## config.mk

```make
export PLATFORM = sky130hd
export DESIGN_NAME = uart_rx
export DESIGN_NICKNAME = d
export VERILOG_FILES = /design/src/rtl/uart_pkg.sv /design/src/rtl/sync_2ff.sv /design/src/rtl/uart_rx.sv
export SDC_FILE = /design/constraint.sdc
export NUM_CORES = 1
export LEC_CHECK = 0
export CAP_MARGIN = 10
export CORE_MARGIN = 8
export CORE_UTILIZATION = 45
export CTS_CLUSTER_DIAMETER = 100
export CTS_CLUSTER_SIZE = 40
export DETAILED_ROUTE_END_ITERATION = 16
export GPL_TIMING_DRIVEN = 0
export PLACE_DENSITY = 0.73
export SLEW_MARGIN = 20
export SYNTH_ARGS = -nofsm -noshare
export SYNTH_HDL_FRONTEND = slang
export SYNTH_HIERARCHICAL = 1
export SYNTH_SLANG_ARGS = --single-unit
```

## constraint.sdc

```tcl
create_clock -name CLK -period 4.5 [get_ports CLK]
set_input_delay 0.9 -clock CLK [delete_from_list [all_inputs] [get_ports CLK]]
set_output_delay 0.9 -clock CLK [all_outputs]
set_load 0.03 [all_outputs]
```

## src/rtl/uart_pkg.sv

```systemverilog
// Shared UART definitions: FSM state encoding, data width and baud divisor helper.
// Used by both the receive and transmit paths.
package uart_pkg;

   localparam int DATA_W = 8;

   typedef enum logic [2:0] {
      S_IDLE   = 3'd0,
      S_START  = 3'd1,
      S_DATA   = 3'd2,
      S_PARITY = 3'd3,
      S_STOP   = 3'd4,
      S_BREAK  = 3'd5
   } state_t;

   // Integer cycles per bit; the remainder is absorbed by mid-bit sampling.
   function automatic int clks_per_bit(input int clk_hz, input int baud);
      return clk_hz / baud;
   endfunction

endpackage

```

## src/rtl/sync_2ff.sv

```systemverilog
// Two-flop synchronizer for asynchronous pin inputs, with a configurable reset value
// so idle-high lines do not produce a false edge out of reset.
module sync_2ff #(
   parameter int               WIDTH   = 1,
   parameter logic [WIDTH-1:0] RST_VAL = '1
) (
   input  logic             i_clk,
   input  logic             i_rst_n,
   input  logic [WIDTH-1:0] i_d,
   output logic [WIDTH-1:0] o_q
);

   logic [WIDTH-1:0] r_meta;
   logic [WIDTH-1:0] r_sync;

   always_ff @(posedge i_clk or negedge i_rst_n) begin
      if (!i_rst_n) begin
         r_meta <= RST_VAL;
         r_sync <= RST_VAL;
      end else begin
         r_meta <= i_d;
         r_sync <= r_meta;
      end
   end

   assign o_q = r_sync;

endmodule

```

## src/rtl/uart_rx.sv

```systemverilog
// UART receiver: oversampled 8N1 deframing into a one-entry valid/ready holding register.
// Define UART_RX_PARITY_EN to receive 8E1/8O1 frames (sense set by PARITY_ODD) and drive PERR.
//
// Handshake: a byte transfers on any cycle where VALID & READY are both high; DATA is
// stable while VALID=1; READY with VALID=0 has no effect.
module uart_rx
   import uart_pkg::*;
#(
   parameter int CLK_HZ       = 16000000,
   parameter int BAUD         = 115200,
   parameter int CLKS_PER_BIT = clks_per_bit(CLK_HZ, BAUD),
   parameter bit PARITY_ODD   = 1'b0
) (
   input  logic              CLK,
   input  logic              RST_N,
   input  logic              RX,
   output logic [DATA_W-1:0] DATA,
   output logic              VALID,
   input  logic              READY,
   output logic              BUSY,
   output logic              FERR,
   output logic              OVERRUN,
   output logic              PERR,
   output state_t            DBG_STATE
);

   localparam int             CNT_W = $clog2(CLKS_PER_BIT);
   localparam logic [CNT_W-1:0] CNT_MID  = CNT_W'(CLKS_PER_BIT / 2 - 1);
   localparam logic [CNT_W-1:0] CNT_LAST = CNT_W'(CLKS_PER_BIT - 1);

   logic              w_rxs;

   state_t            r_state;
   logic [CNT_W-1:0]  r_cnt;
   logic [2:0]        r_bitidx;
   logic [DATA_W-1:0] r_shreg;
   logic [DATA_W-1:0] r_data;
   logic              r_valid;
   logic              r_ferr;
   logic              r_ovr;
   logic              r_perr;

   state_t            w_state_nxt;
   logic [CNT_W-1:0]  w_cnt_nxt;
   logic [2:0]        w_bitidx_nxt;
   logic [DATA_W-1:0] w_shreg_nxt;
   logic [DATA_W-1:0] w_data_nxt;
   logic              w_valid_nxt;
   logic              w_deliver;
   logic              w_ferr_nxt;
   logic              w_ovr_nxt;
   logic              w_perr_nxt;

`ifdef UART_RX_PARITY_EN
   logic              r_pmis;
   logic              w_pmis_nxt;
`else
   logic              w_unused_parity;
   assign w_unused_parity = PARITY_ODD;
`endif

   sync_2ff #(
      .WIDTH   (1),
      .RST_VAL (1'b1)
   ) u_rx_sync (
      .i_clk   (CLK),
      .i_rst_n (RST_N),
      .i_d     (RX),
      .o_q     (w_rxs)
   );

   always_ff @(posedge CLK or negedge RST_N) begin
      if (!RST_N) begin
         r_state  <= S_IDLE;
         r_cnt    <= '0;
         r_bitidx <= '0;
         r_shreg  <= '0;
         r_data   <= '0;
         r_valid  <= 1'b0;
         r_ferr   <= 1'b0;
         r_ovr    <= 1'b0;
         r_perr   <= 1'b0;
`ifdef UART_RX_PARITY_EN
         r_pmis   <= 1'b0;
`endif
      end else begin
         r_state  <= w_state_nxt;
         r_cnt    <= w_cnt_nxt;
         r_bitidx <= w_bitidx_nxt;
         r_shreg  <= w_shreg_nxt;
         r_data   <= w_data_nxt;
         r_valid  <= w_valid_nxt;
         r_ferr   <= w_ferr_nxt;
         r_ovr    <= w_ovr_nxt;
         r_perr   <= w_perr_nxt;
`ifdef UART_RX_PARITY_EN
         r_pmis   <= w_pmis_nxt;
`endif
      end
   end

   always_comb begin
      w_state_nxt  = r_state;
      w_cnt_nxt    = r_cnt + 1'b1;
      w_bitidx_nxt = r_bitidx;
      w_shreg_nxt  = r_shreg;
      w_deliver    = 1'b0;
      w_ferr_nxt   = 1'b0;
`ifdef UART_RX_PARITY_EN
      w_pmis_nxt   = r_pmis;
`endif

      case (r_state)
         S_IDLE: begin
            w_cnt_nxt = '0;
            if (!w_rxs) begin
               w_state_nxt = S_START;
            end
         end
         S_START: begin
            if (r_cnt == CNT_MID) begin
               w_cnt_nxt    = '0;
               w_bitidx_nxt = '0;
               w_state_nxt  = w_rxs ? S_IDLE : S_DATA;
            end
         end
         S_DATA: begin
            // From here on every sample lands mid-bit because START ended mid-bit.
            if (r_cnt == CNT_LAST) begin
               w_cnt_nxt    = '0;
               w_shreg_nxt  = {w_rxs, r_shreg[DATA_W-1:1]};
               w_bitidx_nxt = r_bitidx + 3'd1;
               if (r_bitidx == 3'd7) begin
`ifdef UART_RX_PARITY_EN
                  w_state_nxt = S_PARITY;
`else
                  w_state_nxt = S_STOP;
`endif
               end
            end
         end
`ifdef UART_RX_PARITY_EN
         S_PARITY: begin
            if (r_cnt == CNT_LAST) begin
               w_cnt_nxt   = '0;
               w_pmis_nxt  = ((^r_shreg) ^ w_rxs) != PARITY_ODD;
               w_state_nxt = S_STOP;
            end
         end
`endif
         S_STOP: begin
            if (r_cnt == CNT_LAST) begin
               w_cnt_nxt = '0;
               if (w_rxs) begin
                  w_deliver   = 1'b1;
                  w_state_nxt = S_IDLE;
               end else begin
                  w_ferr_nxt  = 1'b1;
                  w_state_nxt = S_BREAK;
               end
            end
         end
         S_BREAK: begin
            w_cnt_nxt = '0;
            if (w_rxs) begin
               w_state_nxt = S_IDLE;
            end
         end
         default: begin
            w_cnt_nxt   = '0;
            w_state_nxt = S_IDLE;
         end
      endcase
   end

   // Holding register: a delivery can reuse the slot in the same cycle the old byte leaves.
   always_comb begin
      w_valid_nxt = r_valid & ~READY;
      w_data_nxt  = r_data;
      w_ovr_nxt   = 1'b0;
      if (w_deliver) begin
         if (!r_valid || READY) begin
            w_data_nxt  = r_shreg;
            w_valid_nxt = 1'b1;
         end else begin
            w_ovr_nxt = 1'b1;
         end
      end
`ifdef UART_RX_PARITY_EN
      w_perr_nxt = w_deliver & r_pmis;
`else
      w_perr_nxt = 1'b0;
`endif
   end

   assign DATA      = r_data;
   assign VALID     = r_valid;
   assign BUSY      = (r_state != S_IDLE);
   assign FERR      = r_ferr;
   assign OVERRUN   = r_ovr;
   assign PERR      = r_perr;
   assign DBG_STATE = r_state;

endmodule

```

# Word-level counts from Yosys, hierarchy flattened
# Cells that the tools add are included.
# totals
regBits,35
input_bits,4
# op_classes
add_sub_neg,2
n_eq_ne,13
n_mux,25
bitwise,2
reduce_logical,10
# op_table
cell,count
$mux 3,9
$mux 8,2
$pmux 8 s2,1
$pmux 3 s5,1
$mux 1,10
$ne 2x2->1 const B,5
$eq 3x3->1 const B,3
$add 8x1->8 const B,1
$eq 8x7->1 const B,1
$eq 8x8->1 const B,1
$pmux 3 s2,1
$reduce_and 6->1,1
$reduce_and 2->1,2
$add 3x1->3 const B,1
$eq 3x1->1 const B,1
$eq 3x2->1 const B,1
$logic_not 3->1,1
$reduce_and 3->1,1
$reduce_bool 3->1,1
$mux 2,1
$ne 2x1->1 const B,1
$reduce_bool 2->1,1
$reduce_or 2->1,1
$and 1x1->1,1
3 further kinds,3

# Longest topological paths before layout
# Gate-level depths: netlist of the first run.
# depth
ltp_word,4
ltp_mapped,7
depth_no_buf,6

# By module
# Netlist of the first run, hierarchy kept.
# modules_own_cells
mod,instances,cells_each,area_each_um2,seq_area_each_um2
uart_rx,1,118,1491.4,825.8
sync_2ff,1,2,52.6,52.6

# Worst setup path after synthesis of the first run
# OpenSTA, ideal clock, no wires.
# synth_path
kind,register -> output
startpoint,"register r_state[2], in the netlist DBG_STATE[2]"
endpoint,output port BUSY
arrival_time_ns,1.096
setup_slack_ns,2.504
stages_incl_launch_ff,2
cell_sequence,dfrtp_1 or3_1
# synth_between
elab_chain_len,1
# synth_rtl
item,line_no,text
"start, declared",uart_rx.sv:33,state_t r_state;
"start signal, assigned",uart_rx.sv:87,r_state <= w_state_nxt;
$reduce_bool 3->1,uart_rx.sv:198,assign BUSY = (r_state != S_IDLE);
"end, declared",uart_rx.sv:20,"output logic BUSY,"
# Every way passes these cells.

# Worst setup path after layout of the first run
# Same ends and word-level chain as after synthesis.

==> run summary, run 1 <==
### Run status
* **outcome** complete, no violations

### Job
* **max-cap check violation count** 0

### Global route
* **met3 Resource Use GR** 4.717%
* **sum of overflow across all layers after global routing** 0
* **most heavily used metal layer in global routing** met2
* **met2 track utilization from global routing** 17.13%
* **wire length of the first global-routing pass** 4.623 mm
* **Global Route Usage Sum** 11.11%
* **via count of the first global-routing pass** 953
* **Global Route met1 Usage** 13.01%
* **number of antenna violations at the first check in global routing** 0
* **largest net degree at the start of global routing** 23

### STA
* **final period utilization** 59.85%
* **RSZ-0062 raised after global routing** no
* **headroom to the max-slew limit** 57.22%
* **achievable frequency** 0.3713 GHz
* **final count of negative-setup-slack endpoints** 0
* **Worst-Margin Slew** 0.6416 ns
* **Max Transition Viols Final** 0
* **final critical path time including I/O delays and setup** 2.693 ns
* **final total negative setup slack** 0 ns
* **Worst Skew** 0.008565 ns
* **final hold violation count** 0

### Floorplan
* **number of standard-cell rows in the floorplan** 21
* **Die Width** 74.58 µm
* **DIE AREA** 5561 µm²
* **vertical die dimension** 74.58 µm
* **IO Count** 20
* **Std-Cell Core Area** 3311 µm²
* **starting utilization of the core area** 46.64%

### Route
* **DR DRC count** 0
* **mean routed wirelength per cell** 13.88 µm
* **via count** 982
* **via density per instance** 5.088
* **Antenna Violating Nets Remaining** 0
* **drt initial violations** 57
* **number of detailed-routing iterations run before antenna repair** 4
* **aggregate routed wire length** 2.679 mm

### Worst setup path
* **Worst R2R Setup Slack** 2.67 ns
* **worst reg-to-reg path cell count** 6
* **endpoint of the worst register-to-register path** r_cnt[2]
* **CP Capture Point** BUSY
* **sequence of cells on the critical path** or3_1, clkdlybuf4s50_1
* **critical path's top delay family** buffers and inverters
* **category of the worst setup path capture point** output pin
* **kind of critical path** reg2out
* **r2r startpoint** r_cnt[1]
* **CP Data Arrival Time** 1.79 ns
* **crit path buf inv count** 1
* **CP required** 3.60 ns
* **delay of the slowest cell on the worst path** 0.60 ns
* **CP Max Fanout** 8
* **number of cells on the critical path** 2
* **Worst Setup SP** DBG_STATE[2]
* **startpoint kind of the worst setup timing path** flip-flop
* **cell with the largest stage delay on the worst path** sky130_fd_sc_hd__clkdlybuf4s50_1

### Yosys
* **dominant cells by area after synthesis** sky130_fd_sc_hd__dfrtp_1 (53%), sky130_fd_sc_hd__mux2_2 (13%), sky130_fd_sc_hd__ha_1 (4.1%)
* **flops & latches, synth** 35
* **most numerous cell in the Yosys netlist** sky130_fd_sc_hd__dfrtp_1
* **count of flip-flops with a built-in enable after synthesis** 0
* **async set-reset flop share out of synthesis** 100.0%
* **top post-synthesis cells by count** sky130_fd_sc_hd__dfrtp_1 (33), sky130_fd_sc_hd__mux2_2 (18), sky130_fd_sc_hd__nor2_1 (11)
* **number of synthesis warnings** 6
* **proportion of netlist area held by the largest area contributor** 53.48%
* **netlist area before placement** 1544 µm²
* **Gate Count Post-Synth** 120
* **Main synth FF type** sky130_fd_sc_hd__dfrtp_1
* **post-synthesis sequential area ratio** 56.89%
* **unique cell type count in the Yosys netlist** 35
* **post-synthesis area per instance** 12.87 µm²
* **synthesized net count** 129
* **cell type contributing the most total cell area after synthesis** sky130_fd_sc_hd__dfrtp_1

### CTS
* **CTS Hold Buffers Added** 0
* **clock net sink count** 35
* **CTS H-tree lvls** 2
* **Resized cells post-CTS** 0
* **CTS tree** yes
* **Clock Pin Slew Worst Setup and Hold Paths** 0.10 ns
* **clock buffer depth** 2
* **insertion delay of the later-clocked pin in the worst-skew pair** 0.33 ns
* **Post CTS Setup Buffer Count** 0
* **number of buffers created by CTS** 5
* **buffer cell driving the clock tree root** sky130_fd_sc_hd__clkbuf_4

### Place
* **Buffers on Ports** 18
* **post-detail-place hpwl** 1.982 mm
* **standard cell area after detailed placement** 1804 µm²
* **weighted congestion at the end of routability-driven global placement** 0.7962

### Worst hold path
* **launch instance of the worst min-delay path** u_rx_sync/r_meta
* **path class of the lowest-slack min-delay path** reg2reg

### Final layout
* **final instance area** 1858 µm²
* **final net count** 155
* **proportion of layout cells with a drive suffix above 1** 24.49%
* **area grow syn2layout** 20.34%
* **count of inserted antenna diode cells** 0

### Pwr
* **maximum VDD drop** 162.6 µV
* **Power Density** 263.8 nW/µm²
* **leak pwr** 0.8771 nW

sequential cells by signal, indices dropped and copies added, names as in the netlist:
register          flops
DBG_STATE             3
FERR                  1
OVERRUN               1
r_shreg               8
r_cnt                 8
u_rx_sync/o_q         1
DATA                  8
VALID                 1
u_rx_sync/r_meta      1
r_bitidx              3
stage by stage:
step	setup slack (ns)	hold slack, ns	util, %	std cells	power, mW
finish	1.807	0.3777	56.12	193	0.4902
global route	1.701	0.3870	56.12	193	0.5140
CTS	1.777	0.3795	56.12	193	0.4995
detailed placement	2.163	0.3566	54.50	185	0.3373
global placement	1.857	0.3454	53.82	184	0.3342
floorplan	2.504	0.3452	-	120	0.3255
where the power goes:
part | internal, mW | switching, mW | leakage [nW]
combinational | 0.00539 | 0.00772 | 0.382
sequential | 0.316 | 0.00147 | 0.467
clock | 0.0602 | 0.0993 | 0.0282
total | 0.382 | 0.109 | 0.877
layer usage:
metal | vias up | share of wire [%] | routed length, µm
li1 | 471 | - | -
met1 | 479 | 44 | 1166
met2 | 28 | 49 | 1316
met3 | 4 | 6.1 | 163
met4 | 0 | 1.2 | 31
met5 | - | 0 | 0
how the worst min path moves through the flow:
| stage | to | slack [ns] | depth (start not counted) |
|---|---|---|---|
| after floorplan | u_rx_sync/o_q | 0.35 | 0 |
| after global placement | u_rx_sync/o_q | 0.35 | 0 |
| after detailed placement | u_rx_sync/o_q | 0.36 | 0 |
| after CTS | u_rx_sync/o_q | 0.38 | 0 |
| after global routing | u_rx_sync/o_q | 0.39 | 0 |
| final | u_rx_sync/o_q | 0.38 | 0 |
cell usage in the layout, fill, tap and decap left out, types with 3 or more instances in the layout:
master | synthesis | final
sky130_fd_sc_hd__nand3_1 | 6 | 6
sky130_fd_sc_hd__nor2_1 | 11 | 11
sky130_fd_sc_hd__xor2_1 | 5 | 5
sky130_fd_sc_hd__mux2_2 | 18 | 18
sky130_fd_sc_hd__dfrtp_1 | 33 | 33
sky130_fd_sc_hd__clkbuf_4 | 0 | 5
sky130_fd_sc_hd__inv_1 | 4 | 4
sky130_fd_sc_hd__ha_1 | 5 | 5
sky130_fd_sc_hd__clkdlybuf4s50_1 | 0 | 17
sky130_fd_sc_hd__a21oi_1 | 3 | 3
cells by family after synthesis:
logic type	share of synthesized area [%]
compound gates	3.404
xor+xnor	3.971
fa+ha+maj	4.052
buf+inv	2.512
flops	56.89
mux	13.78
other cells	0.2429
simple gates	15.15
area by class of cell:
class                   count  area, µm²
well taps                  46      57.56
repair buffers             19      202.7
fillers                   289       1453
flip-flops and latches     35      878.3
inverters                   4      15.01
plain buffers               3      23.77
multi-input cells          78      626.9
clock inverters             2      12.51
clock buffers               6      41.29
(Power assumes the default switching activity.)
==> run 2: changes to the inputs <==
- PLACE_DENSITY: 0.73 -> 0.76
- clock period: 4.5 -> 2.47 ns (I/O delays scaled with it)
==> run summary, run 2 (same netlist as run 1, synthesis figures left out) <==
### STA
* **Worst Skew** 0.007061 ns, was 0.008565 ns
* **RSZ-0062 raised after global routing** no, unchanged
* **Worst-Margin Slew** 0.6433 ns, was 0.6416 ns
* **final count of negative-setup-slack endpoints** 0, unchanged
* **final total negative setup slack** 0 ns, unchanged
* **Max Transition Viols Final** 0, unchanged
* **final period utilization** 93.15%
* **headroom to the max-slew limit** 57.11%, was 57.22%
* **achievable frequency** 0.4346 GHz
* **final hold violation count** 0, unchanged
* **final critical path time including I/O delays and setup** 2.301 ns

### Worst setup path
* **Worst R2R Setup Slack** 0.64 ns, was 2.67 ns
* **sequence of cells on the critical path** or3_1, clkdlybuf4s50_1, unchanged
* **critical path's top delay family** buffers and inverters, unchanged
* **number of cells on the critical path** 2, unchanged
* **CP required** 1.98 ns, was 3.60 ns
* **CP Data Arrival Time** 1.81 ns, was 1.79 ns
* **kind of critical path** reg2out, unchanged
* **delay of the slowest cell on the worst path** 0.60 ns, about the same
* **r2r startpoint** r_cnt[0], was r_cnt[1]
* **cell with the largest stage delay on the worst path** sky130_fd_sc_hd__clkdlybuf4s50_1, unchanged
* **endpoint of the worst register-to-register path** DATA[2], was r_cnt[2]
* **worst reg-to-reg path cell count** 6, unchanged
* **CP Max Fanout** 8, unchanged
* **crit path buf inv count** 1, unchanged
* **category of the worst setup path capture point** output pin, unchanged
* **startpoint kind of the worst setup timing path** flip-flop, unchanged

### Route
* **aggregate routed wire length** 2.797 mm, was 2.679 mm
* **number of detailed-routing iterations run before antenna repair** 4, unchanged
* **via density per instance** 5.223, was 5.088
* **via count** 1,008, was 982
* **mean routed wirelength per cell** 14.49 µm, was 13.88 µm
* **Antenna Violating Nets Remaining** 0, unchanged
* **DR DRC count** 0, unchanged
* **drt initial violations** 41, was 57

### Floorplan
* **IO Count** 20, unchanged
* **starting utilization of the core area** 46.64%, unchanged
* **Die Width** 74.58 µm, unchanged
* **vertical die dimension** 74.58 µm, unchanged
* **Std-Cell Core Area** 3311 µm², unchanged
* **DIE AREA** 5561 µm², unchanged
* **number of standard-cell rows in the floorplan** 21, unchanged

### Global route
* **Global Route Usage Sum** 11.84%, was 11.11%
* **wire length of the first global-routing pass** 4.995 mm, was 4.623 mm
* **sum of overflow across all layers after global routing** 0, unchanged
* **via count of the first global-routing pass** 1,059, was 953
* **number of antenna violations at the first check in global routing** 0, unchanged
* **largest net degree at the start of global routing** 24, was 23

### Place
* **Buffers on Ports** 18, unchanged
* **weighted congestion at the end of routability-driven global placement** 0.8435, was 0.7962
* **standard cell area after detailed placement** 1804 µm², unchanged
* **post-detail-place hpwl** 2.105 mm, was 1.982 mm
* **# placed instances** 185, unchanged

### Final layout
* **final instance area** 1886 µm², was 1858 µm²
* **post-layout instance count excluding filler cells** 193, unchanged
* **commonest non-fill, non-tap cells in the layout** sky130_fd_sc_hd__dfrtp_1 (33), sky130_fd_sc_hd__mux2_2 (18), sky130_fd_sc_hd__clkdlybuf4s50_1 (17), unchanged
* **count of inserted antenna diode cells** 0, unchanged
* **area grow syn2layout** 22.12%, was 20.34%
* **final cell utilization of the core** 56.95%, was 56.12%
* **proportion of layout cells with a drive suffix above 1** 25.17%, was 24.49%
* **final net count** 155, unchanged
* **leading cell type in the layout, fill and taps excluded** sky130_fd_sc_hd__dfrtp_1, unchanged

### Pwr
* **Power Density** 533.7 nW/µm², was 263.8 nW/µm²
* **clock share of power** 40.2%, was 32.6%
* **leak pwr** 0.8940 nW, was 0.8771 nW
* **switching share of power** 20.65%, was 22.14%
* **maximum VDD drop** 475.3 µV, was 162.6 µV
* **P_sw** 0.2078 mW, was 0.1085 mW
* **Power Internal** 0.7985 mW, was 0.3816 mW
* **sequential share of power** 57.4%, was 64.8%
* **part of the total power dissipated in combinational logic** 2.4%, was 2.7%

### CTS
* **Clock Pin Slew Worst Setup and Hold Paths** 0.10 ns, about the same
* **Resized cells post-CTS** 0, unchanged
* **number of buffers created by CTS** 5, unchanged
* **Post CTS Setup Buffer Count** 0, unchanged
* **clock net sink count** 35, unchanged
* **clock buffer depth** 2, unchanged
* **CTS H-tree lvls** 2, unchanged
* **insertion delay of the later-clocked pin in the worst-skew pair** 0.33 ns, about the same
* **CTS Hold Buffers Added** 0, unchanged
* **buffer cell driving the clock tree root** sky130_fd_sc_hd__clkbuf_4, unchanged
* **CTS tree** yes, unchanged

### Job
* **max-cap check violation count** 0, unchanged

### Run status
* **outcome** complete, no violations, unchanged

### Worst hold path
* **path class of the lowest-slack min-delay path** in2async, was reg2reg

[run 2: cell types whose count changed in the layout (fill, tap and decap cells not counted), sizes merged]
cell | previous run | this run
clkbuf | 6 | 5
clkinv | 1 | 2
clkinvlp | 1 | 0
bufinv | 0 | 1
[run 2: final cells by class]
type / instances / area (µm²)
plain buffers: 3 / 23.77
clock buffers: 5 / 37.54
clock inverters: 3 / 43.79
fillers: 291 / 1425
inverters: 4 / 15.01
multi-input cells: 78 / 626.9
flip-flops and latches: 35 / 878.3
well taps: 46 / 57.56
repair buffers: 19 / 202.7
[run 2: stage by stage]
stage	power, mW	setup slack, ns	hold slack [ns]
6_report	1.006	0.1692	0.04926
4_1_cts	1.024	0.1379	0.04607
5_1_grt	1.052	0.08323	0.05107
2_1_floorplan	0.5930	0.7687	0.1984
3_5_place_dp	0.6144	0.5245	0.3523
3_3_place_gp	0.6088	0.2245	0.3459
[run 2: how the worst max path moves through the flow]
stage | endpoint | from | slack (ns)
5_1_grt | BUSY | DBG_STATE[2] | 0.08
4_1_cts | BUSY | DBG_STATE[2] | 0.14
6_report | BUSY | DBG_STATE[2] | 0.17
2_1_floorplan | r_bitidx[1] | DBG_STATE[0] | 0.77
3_5_place_dp | BUSY | DBG_STATE[2] | 0.52
3_3_place_gp | DATA[3] | RST_N | 0.22
[run 2: layer usage]
layer	part of all wire (%)	GRT usage, %
met1	41	13.75
met2	53	18.88
met3	4.5	4.582
met4	1.6	5.217
met5	0	0
[run 2: power by group through the flow]
stage | sequential [mW] | clock [mW] | combinational (mW)
6_report | 0.578 | 0.404 | 0.0243
5_1_grt | 0.579 | 0.446 | 0.0279
4_1_cts | 0.578 | 0.420 | 0.0257
3_5_place_dp | 0.589 | 0 | 0.0253
3_3_place_gp | 0.589 | 0 | 0.0200
2_1_floorplan | 0.589 | 0 | 0.00445
